[src/rtl/ifetch_pkg.sv]
// Shared constants for the instruction-fetch queue: instruction width and PC step.
package ifetch_pkg;
  localparam int INSTR_W = 32;
  localparam int PC_STEP = 4;
endpackage

[src/rtl/ifetch_queue_sync_fifo.sv]
// Synchronous FIFO with wrap-bit pointers, a flush that empties it in one cycle and a combinational head.
module sync_fifo #(
  parameter int WIDTH = 64,
  parameter int DEPTH = 4
) (
  input  logic                     clk,
  input  logic                     rst,
  input  logic                     push,
  input  logic                     pop,
  input  logic                     flush,
  input  logic [WIDTH-1:0]         wdata,
  output logic [$clog2(DEPTH):0]   count,
  output logic                     empty,
  output logic [WIDTH-1:0]         head
);
  localparam int AW    = $clog2(DEPTH);
  localparam int PTR_W = AW + 1;

  logic [WIDTH-1:0] mem [DEPTH];
  logic [PTR_W-1:0] wr_ptr, rd_ptr;

  always_ff @(posedge clk or negedge rst) begin
    if (!rst) begin
      wr_ptr <= '0;
      rd_ptr <= '0;
    end else if (flush) begin
      wr_ptr <= '0;
      rd_ptr <= '0;
    end else begin
      if (push) wr_ptr <= wr_ptr + PTR_W'(1);
      if (pop)  rd_ptr <= rd_ptr + PTR_W'(1);
    end
  end

  // Storage carries no reset; validity is tracked purely by the pointers.
  always_ff @(posedge clk) begin
    if (push && !flush) mem[wr_ptr[AW-1:0]] <= wdata;
  end

  assign count = wr_ptr - rd_ptr;
  assign empty = (wr_ptr == rd_ptr);
  assign head  = mem[rd_ptr[AW-1:0]];
endmodule

[src/rtl/ifetch_queue.sv]
// Instruction fetch unit: issues ROM reads under a credit rule and queues returned words for decode.
module ifetch_queue
  import ifetch_pkg::*;
#(
  parameter int                ADDR_W   = 32,
  parameter int                IMEM_AW  = 10,
  parameter int                DEPTH    = 4,
  parameter logic [ADDR_W-1:0] RESET_PC = '0
) (
  input  logic                clk,
  input  logic                rst,
  output logic                imem_req,
  output logic [IMEM_AW-1:0]  imem_addr,
  input  logic [INSTR_W-1:0]  imem_rdata,
  input  logic                redirect,
  input  logic [ADDR_W-1:0]   redirect_pc,
  output logic                out_valid,
  input  logic                out_ready,
  output logic [INSTR_W-1:0]  out_instr,
  output logic [ADDR_W-1:0]   out_pc_plus_4
);
  localparam int              CNT_W   = $clog2(DEPTH) + 1;
  localparam logic [CNT_W:0]  DEPTH_L = (CNT_W + 1)'(DEPTH);
  localparam logic [ADDR_W-1:0] STEP  = ADDR_W'(PC_STEP);

  typedef struct packed {
    logic [INSTR_W-1:0] instr;
    logic [ADDR_W-1:0]  pc_plus_4;
  } entry_t;

  logic [ADDR_W-1:0] fpc, inflight_pc, redirect_fpc;
  logic              inflight, issue, push, pop, empty;
  logic [CNT_W-1:0]  count;
  logic [CNT_W:0]    credit_used;
  entry_t            push_entry, head;

  // A slot is reserved for every outstanding read, so a returning word always finds room.
  assign credit_used  = {1'b0, count} + {{CNT_W{1'b0}}, inflight};
  assign issue        = rst && !redirect && (credit_used < DEPTH_L);
  assign push         = inflight && !redirect;
  assign pop          = !empty && out_ready && !redirect;
  assign redirect_fpc = redirect_pc & ~ADDR_W'(3);

  assign push_entry.instr     = imem_rdata;
  assign push_entry.pc_plus_4 = inflight_pc + STEP;

  always_ff @(posedge clk or negedge rst) begin
    if (!rst) begin
      fpc         <= RESET_PC;
      inflight    <= 1'b0;
      inflight_pc <= '0;
    end else begin
      inflight <= issue;
      if (issue) inflight_pc <= fpc;
      if (redirect)   fpc <= redirect_fpc;
      else if (issue) fpc <= fpc + STEP;
    end
  end

  sync_fifo #(
    .WIDTH ($bits(entry_t)),
    .DEPTH (DEPTH)
  ) u_fifo (
    .clk   (clk),
    .rst   (rst),
    .push  (push),
    .pop   (pop),
    .flush (redirect),
    .wdata (push_entry),
    .count (count),
    .empty (empty),
    .head  (head)
  );

  assign imem_req      = issue;
  assign imem_addr     = fpc[IMEM_AW+1:2];
  assign out_valid     = !empty;
  assign out_instr     = empty ? '0 : head.instr;
  assign out_pc_plus_4 = empty ? '0 : head.pc_plus_4;
endmodule
[config.mk]
export PLATFORM = sky130hd
export DESIGN_NAME = ifetch_queue
export DESIGN_NICKNAME = d
export VERILOG_FILES = /design/src/rtl/ifetch_pkg.sv /design/src/rtl/ifetch_queue_sync_fifo.sv /design/src/rtl/ifetch_queue.sv
export SDC_FILE = /design/constraint.sdc
export NUM_CORES = 1
export LEC_CHECK = 0
export CAP_MARGIN = 10
export CORE_MARGIN = 2
export CORE_UTILIZATION = 63
export CTS_BUF_LIST = sky130_fd_sc_hd__clkbuf_4 sky130_fd_sc_hd__clkbuf_8
export CTS_CLUSTER_DIAMETER = 80
export DETAILED_ROUTE_END_ITERATION = 10
export PLACE_DENSITY_LB_ADDON = 0.2
export SYNTH_ARGS = -nofsm -noshare
export SYNTH_HDL_FRONTEND = slang
export SYNTH_SLANG_ARGS = --single-unit
[constraint.sdc]
create_clock -name clk -period 7.4 [get_ports clk]
set_input_delay 2.22 -clock clk [delete_from_list [all_inputs] [get_ports clk]]
set_output_delay 2.22 -clock clk [all_outputs]
set_load 0.1 [all_outputs]
# == Yosys cells after proc, flatten, opt, wreduce, memory -nomap -nowiden ==
# Memories as Yosys holds them, arrays and structs flattened.
# Index checks and enable logic that the tools add are counted.
# totals
mem_count,1
register_bits,71
elab_cells,35
output_inout_bits,76
mem_bits_rw,256
# mem_list
name,depth,word_bits,rd,rd_clocked_by_memory_dff,wr,line_no,rtl
u_fifo.mem,4,64,1,0,1,ifetch_queue_sync_fifo.sv:19,logic [WIDTH-1:0] mem [DEPTH];
# classes
mux,10
n_reduce_logical,11
magnitude_cmp,1
eq_ne,1
add_sub_neg,6
# op_table
op,count
2-to-1 mux 32 bit,4
adder 32 x 3 -> 32 bit (second input constant),2
2-to-1 mux 3 bit,4
adder 3 x 1 -> 3 bit (second input constant),2
logical AND 1 bit,6
nonzero test 2 bit,3
adder 3 x 1 -> 4 bit,1
< comparator 4 x 3 -> 1 bit (second input constant),1
== test 3 bit,1
subtractor 3 bit,1
logical NOT 1 bit,2
2-to-1 mux 1 bit,2

# == Longest topological paths before layout ==
# logic_depth
word_depth,6
depth_mapped,10

# == By module ==
# From an unflattened synthesis, not the netlist that was laid out.
# hier_totals
hier_cells,877
hier_area_um2,13689.4
# modules_own_cells
mod,cells_per_inst,n_inst,area_per_inst_um2
sync_fifo,376,1,9683.0
ifetch_queue,501,1,4006.3

# == Least setup slack after synthesis ==
# OpenSTA, ideal clock, no wires.
# synth_timing
kind,reg2out
from,register u_fifo.rd_ptr[1]
to,output out_instr[10]
n_path_buf,3
slack_ns,2.053
arrival_time_ns,3.127
path_stages_with_launch,9
path_cell_list,dfrtp_1 > clkbuf_1 > clkbuf_1 > inv_1 > ha_1 > nand2_1 > nor2_1 > clkbuf_1 > nor2b_1
# synth_via
elab_chain_len,2
word_cells_on_any_way,3
classes_between,1 x eq/ne; 1 x mux; 1 x memory
# synth_rtl
element,line_no,rtl
start: declaration,ifetch_queue_sync_fifo.sv:20,"logic [PTR_W-1:0] wr_ptr, rd_ptr;"
start signal: assignment,ifetch_queue_sync_fifo.sv:31,if (pop) rd_ptr <= rd_ptr + PTR_W'(1);
memory read (4 x 64 bit) or == test 3 bit (tied branches),n/a,
2-to-1 mux 32 bit *,ifetch_queue.sv:78,assign out_instr = empty ? '0 : head.instr;
end: declaration,ifetch_queue.sv:19,"output logic [INSTR_W-1:0] out_instr,"
# Every way passes the cells marked *; elsewhere a longest branch is shown, timed or not.

# == Final worst setup path ==
# layout_timing
from,register u_fifo.rd_ptr[0]
to,output out_instr[31]
# Same word-level chain as after synthesis.

==> summary.txt <==
Global routing
  – First-pass GRT wire length: 40300 um
  – All-Layer GR Usage: 23.3%
  – Overflow after GRT: 0
  – Vias in the first global route: 7900
  – Pin count of the biggest net entering global routing: 71
  – Antenna violations before repair: 0

Floorplanning
  – Die area: 22300 sq um
  – Starting Density: 63.7%
  – Die W: 149 um
  – Floorplan die height: 149 um
  – Ports: 144
  – Rows: 53
  – Core ar.: 20900 sq um

Timing
  – Relative slew slack: 18.7%
  – Fmax: 160 MHz
  – Setup violations, final: 0
  – RSZ-0062 raised after global routing: no
  – Worst Skew: 0.0144 ns
  – Final worst path period share: 84.5%
  – Tightest Pin Transition: 1.22 ns
  – Minimum clock period: 6.26 ns
  – Final Hold Viols: 0
  – Final setup TNS: 0 ns
  – Slew Limit Fails: 0

Yosys
  – Area contributors post-synth: edfxtp_1 56%, dfrtp_1 13%, mux4_2 10%
  – Yosys top cell area share: 55.9%
  – Number of synthesized register bits: 315
  – Main synth FF type: edfxtp_1
  – Post-synth EDFFs: 248
  – Syn Inst Count: 803
  – Synth area leader: edfxtp_1
  – Synth cell types: 42
  – Post-synth ARST share: 21.3%
  – Mapped cell area: 13300 sq um
  – Mean Syn Cell Area: 16.6 sq um
  – Sequential area share after synthesis: 68.5%
  – Yosys warns: 0

Power and ir drop
  – Static leakage: 0.00528 uW
  – Clock power frac: 24.7%
  – Sw Share: 39.4%
  – Internal power: 3550 uW
  – Total Power: 5860 uW
  – Comb power frac: 36.1%
  – Max rail drop VDD: 0.178 mV
  – Switching pwr: 2310 uW
  – Seq pwr share: 39.1%
  – Power density over the cells: 369 nW/um^2

Routing
  – Drt first-iter violations: 528
  – Via count: 7602
  – Routed wire length: 25400 um
  – # DRC: 0
  – Routed WL per cell: 20.1 um
  – Antenna-violating nets left: 0
  – Vias per std cell: 6.01
  – Pre-Repair DR Iteration Count: 7

Worst hold path
  – Min-Delay Path Class: flop to flop

Critical path
  – WP buf/inv: 2
  – Critical-path cell list: ha_1, nand2_1, nor2_4, buf_4, nor2b_1, clkdlybuf4s50_1
  – Crit-path max FO: 34
  – Crit-path leading delay family: buffers and inverters
  – CP max stage cell: clkdlybuf4s50_1
  – Critical Path AT: 4.04 ns
  – Crit-path max cell delay: 0.99 ns
  – CP Launch Type: flop
  – CP required: 5.18 ns
  – Crit Path Class: flop to output pin
  – Crit end category: output pin

Clock tree
  – Clock Root Buffer: clkbuf_8
  – TritonCTS Buffers: 49
  – CTS max path bufs: 3
  – # hold bufs at CTS: 0
  – Sink Count: 315
  – CTS tree: yes
  – Resized cells post-CTS: 0
  – Clk_lat worst skew: 0.55 ns
  – CTS H-tree depth: 2
  – Clock-pin slew on the worst setup and hold paths: 0.06 ns
  – Postcts setup bufs: 0

Placed design
  – Inst Count DP: 1174
  – Post-DP HPWL: 15900 um
  – I/O Buffers: 139
  – Routability congestion estimate: 0.836

Job
  – Max-cap violations: 0

Cells and area
  – FILL cells: 1199
  – Register area: 9130 sq um
  – Ant. Diodes: 0
  – Multi-input gate area: 3900 sq um
  – Final nets: 1028
  – Final cell count without fillers: 1265
  – Fraction of layout cells with a size suffix above 1: 19.9%
  – Synthesis-to-finish area growth: 19.2%

Status
  – Outcome: completed
cell usage after synthesis, types with 15 or more instances:
| cell type | number |
|---|---|
| edfxtp_1 | 248 |
| dfrtp_1 | 67 |
| nor2b_1 | 65 |
| mux4_2 | 62 |
| nand2_1 | 33 |
| nor2_1 | 31 |
| mux2_2 | 30 |
| clkbuf_1 | 29 |
| nand3_1 | 28 |
| xnor2_1 | 23 |
| or4_1 | 21 |
| nand4_1 | 20 |
| a31oi_1 | 15 |
metrics by stage:
stage          setup WS (ns)  cell area (sq um)  hold slack, ns  utilization [%]
2_1_floorplan           2.05              13300           0.494                -
3_3_place_gp            1.69              14900           0.515             71.2
3_5_place_dp            1.62              14900           0.532             71.2
4_1_cts                 1.03              15900           0.546             76.0
5_1_grt                0.863              15900           0.560             76.0
6_report                1.14              15900           0.552             76.0
worst paths after layout:
path	start	to	slack, ns	depth (start not counted)
worst max-delay path	u_fifo.rd_ptr[0]	out_instr[31]	1.14	6
worst min-delay path	fpc[31]	inflight_pc[31]	0.55	1
worst max register to register	u_fifo.rd_ptr[0]	fpc[23]	3.63	6
worst min register to register	fpc[31]	inflight_pc[31]	0.55	1
max in group asynchronous	rst	u_fifo.rd_ptr[0]	4.89	2
min in group asynchronous	rst	fpc[3]	1.88	2
worst register-to-register path, delay by kind of cell (launching register included):
kind            cells  cell delay (ns)
fa+ha+maj           2             0.69
compound gates      1             0.22
flops               1             0.69
simple gates        2             1.70
xor+xnor            1             0.39
state kept, by name, indices dropped and copies added, names as in the netlist:
name	count
fpc	30
inflight_pc	30
u_fifo.mem	248
u_fifo.rd_ptr	3
u_fifo.wr_ptr	3
inflight	1
placed cells by master, fill, tap and decap left out, drive strengths merged, types with 2 or more instances in the layout:
cell type / instances
nand2: 33
clkbuf: 62
nor2: 31
xor2: 14
o31ai: 13
o21ai: 8
edfxtp: 248
inv: 9
mux2: 30
nand4: 20
nor2b: 65
a221o: 2
clkdlybuf4s50: 137
or4: 21
nor4: 4
or2: 2
clkinv: 23
and4: 2
conb: 2
bufinv: 3
mux4: 62
nor3: 3
and3: 9
nand3: 29
ha: 9
dfrtp: 67
clkinvlp: 3
mux2i: 3
a31oi: 15
buf: 13
xnor2: 23
or3: 4
and2: 6
o211ai: 8
kinds of logic (layout without fill, tap and decap cells):
kind of cell    after synthesis  in the layout  share of synthesized area (%)
buf+inv                      64            250                           2.31
mux                          95             95                           13.3
xor+xnor                     38             38                           2.60
other cells                   1              2                         0.0282
simple gates                230            230                           9.64
flops                       315            315                           68.5
fa+ha+maj                    10             10                          0.996
compound gates               50             50                           2.63
power by group through the flow:
stage               sequential [uW]  clock (uW)  combinational, uW
finish                         2290        1450               2120
global route                   2320        1550               2220
CTS                            2290        1480               2140
detailed placement             2330           0               2130
global placement               2310           0               2090
floorplan                      2250           0               1700
routing by layer:
metal  share of wire (%)  global-route usage, %  vias to the layer above
li1                    -                      -                     3410
met1                  40                   30.7                     3874
met2                  52                   40.2                      281
met3                 6.6                   4.83                       37
met4                 1.5                   6.10                        0
met5                   0                      0                        -
cell type report:
class	count	share of cell area (%)
Clock buffer	62	4.94
Clock inverter	29	1.36
Inverter	9	0.213
Multi-Input combinational cell	425	24.6
Sequential cell	315	57.5
Tap cell	275	2.17
Timing Repair Buffer	150	9.24
(Power assumes the default switching activity.)
